## src/rtl/exibe_sequencia.sv

```systemverilog
// Memory-game sequence presenter: walks addresses 0..limite, lighting each stored play for T_ACESO cycles then T_APAGADO dark.
// Cost is T_ACESO+T_APAGADO+3 cycles per element; there is no backpressure, and cancelar or reset aborts to INICIAL at any point.
module exibe_sequencia #(
  parameter int T_ACESO   = 500,
  parameter int T_APAGADO = 250,
  parameter int W_TEMPO   = 16
) (
  input  logic       clock,
  input  logic       reset,
  input  logic       iniciar,
  input  logic       cancelar,
  input  logic [3:0] limite,
  input  logic [3:0] mem_dado,
  output logic [3:0] mem_endereco,
  output logic [3:0] leds,
  output logic       ocupado,
  output logic       pronto,
  output logic [3:0] db_estado
);

  localparam logic [2:0] INICIAL = 3'd0;
  localparam logic [2:0] CARREGA = 3'd1;
  localparam logic [2:0] ESPERA  = 3'd2;
  localparam logic [2:0] ACESO   = 3'd3;
  localparam logic [2:0] APAGADO = 3'd4;
  localparam logic [2:0] PROXIMO = 3'd5;
  localparam logic [2:0] FIM     = 3'd6;

  localparam logic [W_TEMPO-1:0] FIM_ACESO   = W_TEMPO'(T_ACESO - 1);
  localparam logic [W_TEMPO-1:0] FIM_APAGADO = W_TEMPO'(T_APAGADO - 1);

  logic [2:0]         estado_q,   estado_d;
  logic [W_TEMPO-1:0] tempo_q,    tempo_d;
  logic [3:0]         limite_q,   limite_d;
  logic [3:0]         endereco_q, endereco_d;
  logic [3:0]         leds_q,     leds_d;

  always_comb begin
    estado_d   = estado_q;
    tempo_d    = tempo_q;
    limite_d   = limite_q;
    endereco_d = endereco_q;
    leds_d     = leds_q;
    if (cancelar) begin
      // Abort keeps the address so a debug view still shows where it stopped.
      estado_d = INICIAL;
      tempo_d  = '0;
      leds_d   = 4'd0;
    end else begin
      case (estado_q)
        INICIAL: begin
          leds_d = 4'd0;
          if (iniciar) begin
            limite_d   = limite;
            endereco_d = 4'd0;
            estado_d   = CARREGA;
          end
        end
        CARREGA: estado_d = ESPERA;
        ESPERA: begin
          leds_d   = mem_dado;
          tempo_d  = '0;
          estado_d = ACESO;
        end
        ACESO: begin
          if (tempo_q == FIM_ACESO) begin
            leds_d   = 4'd0;
            tempo_d  = '0;
            estado_d = APAGADO;
          end else begin
            tempo_d = tempo_q + 1'b1;
          end
        end
        APAGADO: begin
          if (tempo_q == FIM_APAGADO) begin
            tempo_d  = '0;
            estado_d = PROXIMO;
          end else begin
            tempo_d = tempo_q + 1'b1;
          end
        end
        // Compare before increment so address 15 is terminal without wrapping.
        PROXIMO: begin
          if (endereco_q == limite_q) begin
            estado_d = FIM;
          end else begin
            endereco_d = endereco_q + 1'b1;
            estado_d   = CARREGA;
          end
        end
        FIM:     estado_d = INICIAL;
        default: estado_d = INICIAL;
      endcase
    end
  end

  always_ff @(posedge clock or negedge reset) begin
    if (!reset) begin
      estado_q   <= INICIAL;
      tempo_q    <= '0;
      limite_q   <= 4'd0;
      endereco_q <= 4'd0;
      leds_q     <= 4'd0;
    end else begin
      estado_q   <= estado_d;
      tempo_q    <= tempo_d;
      limite_q   <= limite_d;
      endereco_q <= endereco_d;
      leds_q     <= leds_d;
    end
  end

  assign mem_endereco = endereco_q;
  assign leds         = leds_q;
  assign ocupado      = (estado_q != INICIAL);
  assign pronto       = (estado_q == FIM);
  assign db_estado    = {1'b0, estado_q};

endmodule

```

## config.mk

```make
export PLATFORM = sky130hd
export DESIGN_NAME = exibe_sequencia
export DESIGN_NICKNAME = d
export VERILOG_FILES = /design/src/rtl/exibe_sequencia.sv
export SDC_FILE = /design/constraint.sdc
export NUM_CORES = 1
export LEC_CHECK = 0
export CAP_MARGIN = 20
export CORE_ASPECT_RATIO = 1.5
export CORE_MARGIN = 4
export CORE_UTILIZATION = 40
export DETAILED_ROUTE_END_ITERATION = 8
export GPL_TIMING_DRIVEN = 0
export REMOVE_ABC_BUFFERS = 1
export SKIP_CTS_REPAIR_TIMING = 1
export SLEW_MARGIN = 20
export SYNTH_ARGS = -nofsm -noshare
export SYNTH_HDL_FRONTEND = slang
export SYNTH_SLANG_ARGS = --single-unit
export TNS_END_PERCENT = 20
```

## constraint.sdc

```tcl
create_clock -name clock -period 2 [get_ports clock]
set_input_delay 0.4 -clock clock [delete_from_list [all_inputs] [get_ports clock]]
set_output_delay 0.4 -clock clock [all_outputs]
set_load 0.02 [all_outputs]
```

[Yosys cells after proc, flatten, opt, wreduce, memory -nomap -nowiden]
Index checks and enable logic that the tools add are counted.
Storage, ports and cells
  register bits after elaboration: 31
  input port bits: 12
  output and inout port bits: 14
Cells by class
  add/subtract/negate cells: 2
  reductions and logical operators: 9
  mux-type cells: 16
  bitwise operators: 1
  equal/unequal tests: 14
Operators with widths (number)
  $mux 16: 3
  $pmux 16 s3: 1
  $pmux 3 s6: 1
  $add 16x1->16 const B: 1
  $eq 16x8->1 const B: 1
  $eq 16x9->1 const B: 1
  $mux 4: 4
  $mux 3: 5
  $pmux 4 s3: 1
  $eq 3x3->1 const B: 3
  $ne 3x3->1 const B: 3
  $pmux 4 s2: 1
  $reduce_bool 4->1: 2
  $eq 3x2->1 const B: 2
  $reduce_and 3->1: 2
  $add 4x1->4 const B: 1
  $eq 4x4->1: 1
  $ne 2x2->1 const B: 2
  $reduce_and 4->1: 1
  $eq 3x1->1 const B: 1
  $logic_not 3->1: 1
  $reduce_bool 3->1: 1
  $reduce_and 2->1: 1
  $reduce_bool 2->1: 1
  $not 1->1: 1

[Depth between registers and ports, before layout]
Gate-level depths: netlist (run 1).
  word-level depth: 4
  gate-level depth with buffers: 7
  depth with buffers taken out: 7

[Worst setup path after synthesis (run 1)]
No wires, ideal clock.
  path kind: register to register
  from: reg estado_q[0]
  to: reg tempo_q[11]
  buffers on the path: 2
  library setup time: 0.131 ns
  arrival: 1.942 ns
  cell stages (with the launch flop): 8
  setup slack: -0.073 ns
  required time: 1.869 ns
  path through: dfrtp_1 clkbuf_1 or3b_2 a31o_2 buf_2 nor3_1 xnor2_1 nor2_1
Between the ends
  word-level cells in the longest chain between the ends: 3
  elaborated cells on any way between the ends: 6
RTL lines
  start, declared: RTL line 32  | logic [2:0] estado_q, estado_d;
  start signal, assigned: RTL line 105  | estado_q <= estado_d;
  $eq 3x3->1 or $eq 3x2->1 (tied branches): RTL line 50  | case (estado_q)
  $pmux 16 s3: RTL line 50
  $mux 16: RTL line 44  | if (cancelar) begin
  end signal, assigned: RTL line 106  | tempo_q <= tempo_d;
  end, declared: RTL line 33  | logic [W_TEMPO-1:0] tempo_q, tempo_d;
Parallel ways exist; a longest one is shown, timed or not.
A chain may end at the register's enable or synchronous reset.

[Worst setup path in the final report (run 1)]
  from: reg tempo_q[2]
  to: reg tempo_q[5]
Between the ends
  word-level cells in the longest chain between the ends: 4
  elaborated cells on any way between the ends: 7
RTL lines (RTL line)
  $add 16x1->16 (tied with other cells): 71, 79
  $mux 16 (on tied branches): 75, 66
  $pmux 16 s3 *: 50
  $mux 16 *: 44
Every way passes the cells marked *; elsewhere a longest branch is shown, timed or not.

==> impl_metrics.ini, run 1 <==
[status]
run_status = complete, but fails checks
violated_checks = setup timing

[power]
power_report.internal_total_w = 0.00131
reg_power_share_pct = 41.3
static_leakage_power_nw = 0.937
max-vdd-ir-drop_mv = 0.655
p_clk_share_pct = 27.5
netSwitchingFraction_pct = 33.7
switching_power_w = 0.000668
p_comb_share_pct = 31.2
power-per-cell-area_mw_per_mm2 = 897

[timing]
setup_total_negative_slack_ns = -1.68
finalHoldViolations = 0
finalSetupViolations = 19
final_period_minus_worst_setup_slack_ns = 2.16
worst_slack_ns = -0.162
fin_crit_sh_pct = 108
max_freq_ghz = 0.462
clock-skew-final_ns = 0.00928
worst_slew_margin_rel_pct = 51.2
max_slew.worst_pin.slew_ns = 0.729
grt_setup_unrepaired = yes
maxSlewViolCount = 0

[layout]
postLayoutCoreUtil_pct = 54.3
finish.net_count = 224
syn_to_final_growth_pct = 28.5
mostFrequentLayoutCell = sky130_fd_sc_hd__dfrtp_1
layout.cells.most_common_list = sky130_fd_sc_hd__dfrtp_1, sky130_fd_sc_hd__clkdlybuf4s50_1, sky130_fd_sc_hd__nor2_1, sky130_fd_sc_hd__xnor2_1, sky130_fd_sc_hd__nand2_1
antenna-diode-count = 0
num-fill-cells = 374
stdcell_count = 255
final_layout_size_suffix_gt1_share_pct = 18.6

[clocking]
cts_tree = yes
clock_latency_ns = 0.29
htreeDepth = 2
clkSlewWorstSetupHoldPaths_ns = 0.06
cts_num_sinks = 31
cts_buffer_depth = 2
numCtsBuffers = 5
clk_root_buffer_cell = sky130_fd_sc_hd__clkbuf_8

[flow_run]
max_cap_violations = 0

[critical_path]
cp_max_fo = 5
timing.critical_path.to_type = flop
timing.critical_path.required_ns = 2.18
setup.worst_path.start_class = flop
crit_arrival_ns = 2.34
path_class = flop to flop

[global_routing]
number_of_global_route_vias_before_repair = 1470
track_usage_pct = 16.3
grt_pass1_wl_um = 6600
use_met2_pct = 28.4
pin_count_of_the_biggest_net_entering_global_routing = 32
grt-busiest-layer = met2
grt.met3_usage_pct = 2.63
grt-ovfl-total = 0
antenna_found_initial = 0
grt.met1_usage_pct = 18.5

[synth]
ys_types = 40
netlist_area_mm2 = 0.00172
dominantRegCellSynth = sky130_fd_sc_hd__dfrtp_1
synth_top_family_by_area = simple AND/OR/NAND/NOR gates
synth-simple-area-share_pct = 24.9
synth.mux.area_fraction_pct = 3.86
synth.top_cells.by_area = sky130_fd_sc_hd__dfrtp_1, sky130_fd_sc_hd__xnor2_1, sky130_fd_sc_hd__a22o_1, sky130_fd_sc_hd__nor2_1, sky130_fd_sc_hd__nor3_1
synthesis.instances = 176
ys_async_sr_fraction_pct = 100
post-synth-top-area-cell = sky130_fd_sc_hd__dfrtp_1
synth_sequential_area_ratio_pct = 45.2
yosys_warnings = 0
number_of_flops_mapped_to_enable_cells_by_yosys = 0
synth_adder_area_share_pct = 2.18
synth.ff_latch_count = 31
synth_top_cell_area_share_pct = 45.2
syn_avg_cell_area_um2 = 9.76
fraction_of_the_mapped_netlist_area_in_compound_gates_pct = 12.6
yosys.area_share.xor_xnor_pct = 7.65

[die]
ioPinCount = 26
fp_rows = 28
initial_core_util_pct = 42.3
die_y_um = 88.3
floorplan.core_area_mm2 = 0.00406
die_area_mm2 = 0.00543
die_x_um = 61.5

[drt]
routed-via-count = 1448
drt-initial-drc-count = 106
drt-wirelength-per-cell_um = 16.2
drt-total-wl_um = 4140
detailedRoute.firstPassIterationCount = 4
drcViolationCount = 0
via_per_inst = 5.68
antenna_left = 0

[placement]
port_buffers = 24
dp_cells = 239
hpwlAfterDp_um = 2860
finalWeightedCongestion = 0.797

[min_path]
worst_hold_path_type = input port to async pin
[synth_stat cells (all sizes together) (3+ instances only)]
cell and number:
a21o 4, a21oi 3, a22o 9, and3 3, buf 3, clkbuf 3
dfrtp 31, ha 3, inv 8, mux2 5, nand2 12, nand3 7
nand4 5, nor2 22, nor3 12, nor4 3, o21ai 4, xnor2 15
[worst paths after layout]
path                                 start  slack (ns)           to  cells after the start
worst max-delay path            tempo_q[2]       -0.16   tempo_q[5]                      6
worst max register to register  tempo_q[2]       -0.16   tempo_q[5]                      6
worst min-delay path                 reset        0.15  limite_q[2]                      1
worst min register to register     leds[3]        0.52      leds[3]                      1
max in group asynchronous            reset        1.35   tempo_q[9]                      1
min in group clock                 leds[3]        0.52      leds[3]                      1
[power groups by stage]
stage                     registers, W  logic, W  clock network, W
after floorplan               0.000832  0.000344                 0
after global placement        0.000822  0.000564                 0
after detailed placement      0.000825  0.000581                 0
after CTS                     0.000813  0.000583          0.000568
after global routing          0.000838  0.000682          0.000594
final                         0.000818  0.000618          0.000544
[registers in the layout, summed over array words and instances, names as in the netlist]
name,count
mem_endereco,4
leds,4
tempo_q,16
limite_q,4
estado_q,3
[worst max-delay path, cell delays in order, from the launching register on]
cell                      delay [ns]
sky130_fd_sc_hd__dfrtp_1        0.42
sky130_fd_sc_hd__or4_4          0.57
sky130_fd_sc_hd__nor4_4         0.36
sky130_fd_sc_hd__buf_4          0.20
sky130_fd_sc_hd__o32ai_4        0.11
sky130_fd_sc_hd__a21o_1         0.22
sky130_fd_sc_hd__a22o_1         0.17
[through the flow]
| stage | cell area (µm²) | hold slack (ns) | power (W) | setup slack (ns) |
|---|---|---|---|---|
| 2_1_floorplan | 1690 | 0.104 | 0.00118 | -0.0433 |
| 6_report | 2210 | 0.152 | 0.00198 | -0.162 |
| 4_1_cts | 2080 | 0.184 | 0.00196 | -0.339 |
| 3_3_place_gp | 1990 | 0.490 | 0.00139 | -0.360 |
| 3_5_place_dp | 1980 | 0.492 | 0.00141 | -0.421 |
| 5_1_grt | 2210 | 0.203 | 0.00211 | -0.209 |
[cells by family (layout without fill, tap and decap cells)]
group,count (synthesis),count (layout)
simple gates,78,79
fa+ha+maj,3,3
mux,6,6
flops,31,31
xor+xnor,15,15
buf+inv,14,46
other cells,1,1
compound gates,28,29
[cell type report]
cell class / count / area [µm²] / area share, %
clock buffers: 8 / 100 / 4.54
inverters: 8 / 30.0 / 1.36
multi-input cells: 133 / 952 / 43.1
flip-flops and latches: 31 / 781 / 35.4
well taps: 45 / 56.3 / 2.55
repair buffers: 30 / 288 / 13.0
[per-layer routing]
metal | wire [µm] | vias to the layer above
met2 | 2240 | 29
met3 | 151 | 10
met1 | 1640 | 712
li1 | - | 697
met5 | 0 | -
met4 | 105 | 0
Power figures use the tool's default switching activity.
==> run 2: changes to the inputs <==
- SETUP_SLACK_MARGIN: unset -> 0.02
==> results of run 2 <==
No change in the layout: final DEF, timing and power equal those of run 1.
